File: src/rtl/button_debouncer.sv
// button_debouncer: two-flop synchroniser and counted-stability filter
// producing a clean level plus press, release and long-press pulses.
`timescale 1ns/1ps
module button_debouncer #(
  parameter int DEBOUNCE_CYCLES = 1_000_000,
  parameter int HOLD_CYCLES     = 100_000_000
) (
  input  logic clk,
  input  logic reset,
  input  logic btn_raw,
  output logic btn_level,
  output logic btn_rise,
  output logic btn_fall,
  output logic btn_hold
);

  localparam int DW = $clog2(DEBOUNCE_CYCLES + 1);
  localparam int HW = $clog2(HOLD_CYCLES + 1);
  localparam logic [DW-1:0] D_LAST = DW'(DEBOUNCE_CYCLES - 1);
  localparam logic [HW-1:0] H_LAST = HW'(HOLD_CYCLES - 1);
  localparam logic [HW-1:0] H_SAT  = HW'(HOLD_CYCLES);

  typedef enum logic [1:0] {
    RELEASED,
    PRESS_WAIT,
    PRESSED,
    RELEASE_WAIT
  } state_t;

  state_t state, state_n;

  logic          s1, s2;
  logic [DW-1:0] dcnt, dcnt_n;
  logic [HW-1:0] hcnt, hcnt_n;
  logic          level_n, rise_n, fall_n, hold_n;

  always_ff @(posedge clk or negedge reset) begin
    if (!reset) begin
      s1        <= 1'b0;
      s2        <= 1'b0;
      state     <= RELEASED;
      dcnt      <= '0;
      hcnt      <= '0;
      btn_level <= 1'b0;
      btn_rise  <= 1'b0;
      btn_fall  <= 1'b0;
      btn_hold  <= 1'b0;
    end else begin
      s1        <= btn_raw;
      s2        <= s1;
      state     <= state_n;
      dcnt      <= dcnt_n;
      hcnt      <= hcnt_n;
      btn_level <= level_n;
      btn_rise  <= rise_n;
      btn_fall  <= fall_n;
      btn_hold  <= hold_n;
    end
  end

  always_comb begin
    state_n = state;
    unique case (state)
      RELEASED: begin
        if (s2) state_n = PRESS_WAIT;
      end
      PRESS_WAIT: begin
        if (!s2)
          state_n = RELEASED;
        else if (dcnt == D_LAST)
          state_n = PRESSED;
      end
      PRESSED: begin
        if (!s2) state_n = RELEASE_WAIT;
      end
      RELEASE_WAIT: begin
        if (s2)
          state_n = PRESSED;
        else if (dcnt == D_LAST)
          state_n = RELEASED;
      end
      default: state_n = RELEASED;
    endcase
  end

  // hcnt survives a rejected release bounce so a fired hold stays spent
  always_comb begin
    dcnt_n  = dcnt;
    hcnt_n  = hcnt;
    level_n = btn_level;
    rise_n  = 1'b0;
    fall_n  = 1'b0;
    hold_n  = 1'b0;
    unique case (state)
      RELEASED: begin
        if (s2) dcnt_n = '0;
      end
      PRESS_WAIT: begin
        if (s2) begin
          if (dcnt == D_LAST) begin
            level_n = 1'b1;
            rise_n  = 1'b1;
            hcnt_n  = '0;
          end else begin
            dcnt_n = dcnt + 1'b1;
          end
        end
      end
      PRESSED: begin
        if (!s2) begin
          dcnt_n = '0;
        end else if (hcnt == H_LAST) begin
          hold_n = 1'b1;
          hcnt_n = H_SAT;
        end else if (hcnt < H_LAST) begin
          hcnt_n = hcnt + 1'b1;
        end
      end
      RELEASE_WAIT: begin
        if (!s2) begin
          if (dcnt == D_LAST) begin
            level_n = 1'b0;
            fall_n  = 1'b1;
          end else begin
            dcnt_n = dcnt + 1'b1;
          end
        end
      end
      default: ;
    endcase
  end

endmodule

File: config.mk
export PLATFORM = sky130hd
export DESIGN_NAME = button_debouncer
export DESIGN_NICKNAME = d
export VERILOG_FILES = /design/src/rtl/button_debouncer.sv
export SDC_FILE = /design/constraint.sdc
export NUM_CORES = 1
export LEC_CHECK = 0
export CAP_MARGIN = 5
export CORE_MARGIN = 1
export CORE_UTILIZATION = 55
export CTS_BUF_LIST = sky130_fd_sc_hd__clkbuf_8
export DETAILED_ROUTE_END_ITERATION = 10
export PLACE_DENSITY = 0.71
export SLEW_MARGIN = 20
export SYNTH_ARGS = -nofsm -noshare
export SYNTH_HDL_FRONTEND = slang
export SYNTH_SLANG_ARGS = --single-unit
File: constraint.sdc
create_clock -name clk -period 3.09 [get_ports clk]
set_clock_uncertainty 0.05 [all_clocks]
set_input_delay 0.309 -clock clk [delete_from_list [all_inputs] [get_ports clk]]
set_output_delay 0.309 -clock clk [all_outputs]
set_load 0.05 [all_outputs]
# Yosys cells after proc, flatten, opt, wreduce, memory -nomap -nowiden
# Index checks and enable logic that the tools add are counted.
# word_totals
ff_bits	55
elab_cells	66
# op_classes
muxes	32
n_eq_ne	15
n_addsub	2
magnitude_cmp	1
n_reduce_logical	7
# op_table
operator	count
$mux W27	5
$mux W20	5
$pmux W20 S4	1
$pmux W27 S2	1
$add A27 B1 Y27 const B	1
$eq A27 B27 Y1 const B	1
$lt A27 B27 Y1 const B	1
$add A20 B1 Y20 const B	1
$eq A20 B20 Y1 const B	1
$ne A2 B2 Y1 const B	7
$mux W1	12
$mux W2	6
$reduce_and A5 Y1	2
$ne A3 B3 Y1 const B	3
$pmux W2 S4	1
$reduce_and A4 Y1	2
$eq A2 B2 Y1 const B	2
$reduce_bool A2 Y1	2
$eq A2 B1 Y1 const B	1
$logic_not A2 Y1	1
$pmux W1 S2	1

# Longest topological paths before layout
# logic_depth
depth_word	5
ltp_mapped	10
ltp_nobuf	8

# Worst setup path after synthesis
# No wires, ideal clock.
# synth_path
kind	register -> register
start	register hcnt[19]
end	register hcnt[9]
period_less_slack_ps	2625
setup_time_ps	66
arrival_time_ps	2510
n_path_buf	1
path_stages_with_launch	9
setup_slack_ps	465
path_cell_list	dfrtp_1 > nand4b_1 > or4_4 > or4_4 > buf_6 > o211ai_4 > o211ai_4 > or4_1 > nand2_1
# synth_via
elab_chain_cells	4
word_cells_on_any_way	7
# synth_rtl
item	line	rtl
start, declared	34	logic [HW-1:0] hcnt, hcnt_n;
start signal, assigned	53	hcnt <= hcnt_n;
parallel branches: the longest is 4 deep, another holds $lt A27 B27 Y1	n/a	
# Parallel ways; which one is timed is not known. The select of a mux whose other input is x is not followed.
# A chain may end at the register's enable or synchronous reset.

# Worst setup path in the final report
# layout_path
start	register hcnt[19]
end	register hcnt[16]
# Same word-level chain as after synthesis.

==> impl_metrics.xml <==
<?xml version="1.0" encoding="UTF-8"?>
<metrics>
  <group name="setup_path">
    <metric name="cp_data_required_time" unit="ps">3280</metric>
    <metric name="cp_slowest_stage_delay" unit="ps">600</metric>
    <metric name="nature_of_the_critical_path_endpoint" unit="">flop</metric>
    <metric name="critPathMostFrequentCell" unit="">or4_4</metric>
    <metric name="setup.worst_path.class" unit="">flop to flop</metric>
    <metric name="critPathSlowestCell" unit="">or4_4</metric>
    <metric name="crit_arrival" unit="ps">2990</metric>
    <metric name="ff2ff_path_depth" unit="">7</metric>
    <metric name="critical_path.cell_chain" unit="">nand4b_1 &gt; or4_4 &gt; or4_4 &gt; o211ai_4 &gt; nand3_4 &gt; or4_1 &gt; nand3_1</metric>
    <metric name="critPathMaxFanout" unit="">9</metric>
    <metric name="worst_setup_path_start_kind" unit="">flop</metric>
  </group>
  <group name="sta">
    <metric name="drv_slew" unit="">0</metric>
    <metric name="setup_repair_after_global_routing_missed_its_margin" unit="">false</metric>
    <metric name="setup-violations-final" unit="">0</metric>
    <metric name="hold_slack" unit="ps">71.7</metric>
    <metric name="final.period_utilization" unit="%">90.7</metric>
    <metric name="slew_headroom" unit="%">51.6</metric>
    <metric name="setup_total_negative_slack" unit="ps">0</metric>
    <metric name="max_slew.worst_pin.slew" unit="ps">720</metric>
    <metric name="achievable-frequency" unit="GHz">0.357</metric>
    <metric name="minimum_clock_period" unit="ps">2800</metric>
    <metric name="timing.final.hold_violations" unit="">0</metric>
  </group>
  <group name="floorplanning">
    <metric name="die_width" unit="microns">74.9</metric>
    <metric name="top_level_ports" unit="">7</metric>
    <metric name="fp.coreArea" unit="sq um">5110</metric>
    <metric name="die-height" unit="microns">74.9</metric>
    <metric name="row_count" unit="">26</metric>
    <metric name="die_area" unit="sq um">5610</metric>
    <metric name="initial_core_util" unit="%">57.2</metric>
  </group>
  <group name="global_routing">
    <metric name="global_route.usage.total" unit="%">26.9</metric>
    <metric name="first_pass_grt_wire_length" unit="microns">11400</metric>
    <metric name="first_global_vias" unit="">2422</metric>
    <metric name="pin_count_of_the_biggest_net_entering_global_routing" unit="">56</metric>
    <metric name="globalRouteOverflowTotal" unit="">0</metric>
    <metric name="grt_antenna_before_repair" unit="">0</metric>
  </group>
  <group name="status">
    <metric name="run_status" unit="">complete, no violations</metric>
  </group>
  <group name="logic_synthesis">
    <metric name="synthesis.nets" unit="">334</metric>
    <metric name="synth.distinct_cells" unit="">42</metric>
    <metric name="synth-main-ff-cell" unit="">dfrtp_1</metric>
    <metric name="edff_count_synth" unit="">0</metric>
    <metric name="share_of_flip_flops_with_an_asynchronous_set_or_reset" unit="%">100</metric>
    <metric name="average_cell_area_after_synthesis" unit="sq um">8.88</metric>
    <metric name="ys_seq_area_share" unit="%">47.1</metric>
    <metric name="yosys_register_bits" unit="">55</metric>
    <metric name="synth_cells" unit="">329</metric>
    <metric name="combined_area_of_all_synthesized_cells" unit="sq um">2920</metric>
    <metric name="synth-warning-count" unit="">0</metric>
  </group>
  <group name="cts">
    <metric name="resize_count_post_cts" unit="">0</metric>
    <metric name="cts.path.max_buffers" unit="">2</metric>
    <metric name="cts.clk_slew.worst_paths" unit="ps">100</metric>
    <metric name="cts_buffers" unit="">5</metric>
    <metric name="clock_insertion_delay_worst_skew" unit="ps">310</metric>
    <metric name="ctsHoldBuffers" unit="">0</metric>
    <metric name="tritoncts" unit="">done</metric>
    <metric name="cts-htree-levels" unit="">2</metric>
    <metric name="tritoncts_num_sinks" unit="">55</metric>
    <metric name="post_cts.repair.setup_buffers" unit="">0</metric>
    <metric name="clockRootBuffer" unit="">clkbuf_8</metric>
  </group>
  <group name="placed_design">
    <metric name="numPlacedInstances" unit="">404</metric>
    <metric name="global_placer_s_final_weighted_congestion" unit="">0.906</metric>
    <metric name="dp_hpwl" unit="microns">4670</metric>
    <metric name="placement.io_buffers" unit="">6</metric>
    <metric name="dpl-instance-area" unit="sq um">3100</metric>
  </group>
  <group name="cells_and_area">
    <metric name="num-nets-final" unit="">346</metric>
    <metric name="num_antenna_cells" unit="">0</metric>
    <metric name="mostFrequentLayoutCells" unit="">dfrtp_1, nand2_1, nor2_1</metric>
    <metric name="nFillCells" unit="">451</metric>
    <metric name="layout_commonest_cell" unit="">dfrtp_1</metric>
    <metric name="layout.cells.non_filler" unit="">412</metric>
    <metric name="post-route-util" unit="%">62.2</metric>
    <metric name="layout.cell_area.non_filler" unit="sq um">3180</metric>
    <metric name="area_growth_syn_to_layout" unit="%">8.69</metric>
    <metric name="fraction_of_final_layout_cells_sized_beyond_drive_strength_1" unit="%">7.60</metric>
  </group>
  <group name="hold_path">
    <metric name="holdCritPathClass" unit="">input port to asynchronous set/reset pin</metric>
  </group>
  <group name="route">
    <metric name="route.detailed.wl_per_inst" unit="microns">16.1</metric>
    <metric name="first_pass_iters" unit="">5</metric>
    <metric name="drt-total-wl" unit="microns">6640</metric>
    <metric name="drt_drc_violations_left" unit="">0</metric>
    <metric name="detailed_route_via_count" unit="">2510</metric>
    <metric name="drt_iter0_drc" unit="">240</metric>
    <metric name="drt.antenna.violating_nets" unit="">0</metric>
    <metric name="viasPerCell" unit="">6.09</metric>
  </group>
  <group name="power_and_ir_drop">
    <metric name="power_density" unit="nW/um^2">366</metric>
    <metric name="max-vdd-ir-drop" unit="uV">201</metric>
    <metric name="p_leak" unit="nW">1.35</metric>
  </group>
  <group name="flow_run">
    <metric name="maximum_capacitance_violations" unit="">0</metric>
  </group>
</metrics>
## kinds of logic after synthesis
family | count (synthesis) | synth area share, %
xor+xnor | 16 | 4.79
compound gates | 63 | 14.0
buf+inv | 20 | 2.83
fa+ha+maj | 2 | 0.856
mux | 1 | 0.342
simple gates | 172 | 30.1
flops | 55 | 47.1
## worst max-delay path, delay by kind of cell, from the launching register on
kind             cells  cell delay, ps
flip-flops           1             430
AO/OA/AOI/OAI        1             160
AND/OR/NAND/NOR      6            2090
## state kept, by name, summed over array words and instances, names as in the netlist, named ones only
register,cells
hcnt,27
dcnt,20
btn_fall,1
btn_hold,1
btn_level,1
btn_rise,1
s1,1
s2,1
state,1
## synth_stat cells (2+ instances only)
master,number,area (sq um)
dfrtp_1,55,1380
nand2_1,45,169
nor2_1,35,131
nand3_1,30,150
o21ai_0,24,120
a21oi_1,14,70.1
and3_1,13,81.3
xor2_1,13,114
clkbuf_1,11,41.3
inv_1,8,30.0
o31ai_1,8,60.1
nor3_1,7,35.0
nand4_1,6,37.5
nor4_1,6,37.5
or4_1,5,37.5
or3_1,4,25.0
a31oi_1,3,18.8
nand2b_1,3,18.8
nand3b_1,3,22.5
o221ai_1,3,26.3
or2_2,3,18.8
xnor2_1,3,26.3
and2_1,2,12.5
ha_1,2,25.0
nand4b_1,2,17.5
o211ai_4,2,42.5
o22a_1,2,17.5
o41ai_1,2,17.5
or4_4,2,22.5
## final timing paths
path	end	startpoint	slack [ps]
worst min-delay path	hcnt[3]	reset	70
worst min register to register	s2	s1	310
worst max register to register	hcnt[16]	hcnt[19]	290
min in group clk	s2	s1	310
max in group asynchronous	dcnt[12]	reset	2460
worst max-delay path	hcnt[16]	hcnt[19]	290
## per-stage QoR
stage	worst slack, ps	power (W)
floorplan	465	0.000763
global placement	404	0.000788
detailed placement	328	0.000789
CTS	300	0.00117
global route	67.1	0.00120
finish	287	0.00116
## layer usage
metal  part of all wire (%)  global-route usage (%)
met1                     44                    35.2
met4                    2.5                    8.39
met3                    5.8                    5.35
met2                     47                    44.9
met5                      0                       0
## final cells by class
cell class	instances	area, sq um	area share [%]
sequential	55	1380	43.3
multi-input combinational	254	1460	46.1
inverter	8	30.0	0.945
clock buffer	5	68.8	2.17
clock inverter	3	12.5	0.394
tap	70	87.6	2.76
timing repair buffer	17	138	4.33
## where the power goes
group	internal [W]	leakage [nW]	switching, W	total [W]
combinational	0.0000105	0.539	0.0000269	0.0000374
sequential	0.000726	0.760	0.0000100	0.000736
clock	0.000154	0.0505	0.000235	0.000388
No activity file was read; power rests on OpenSTA's default activity.
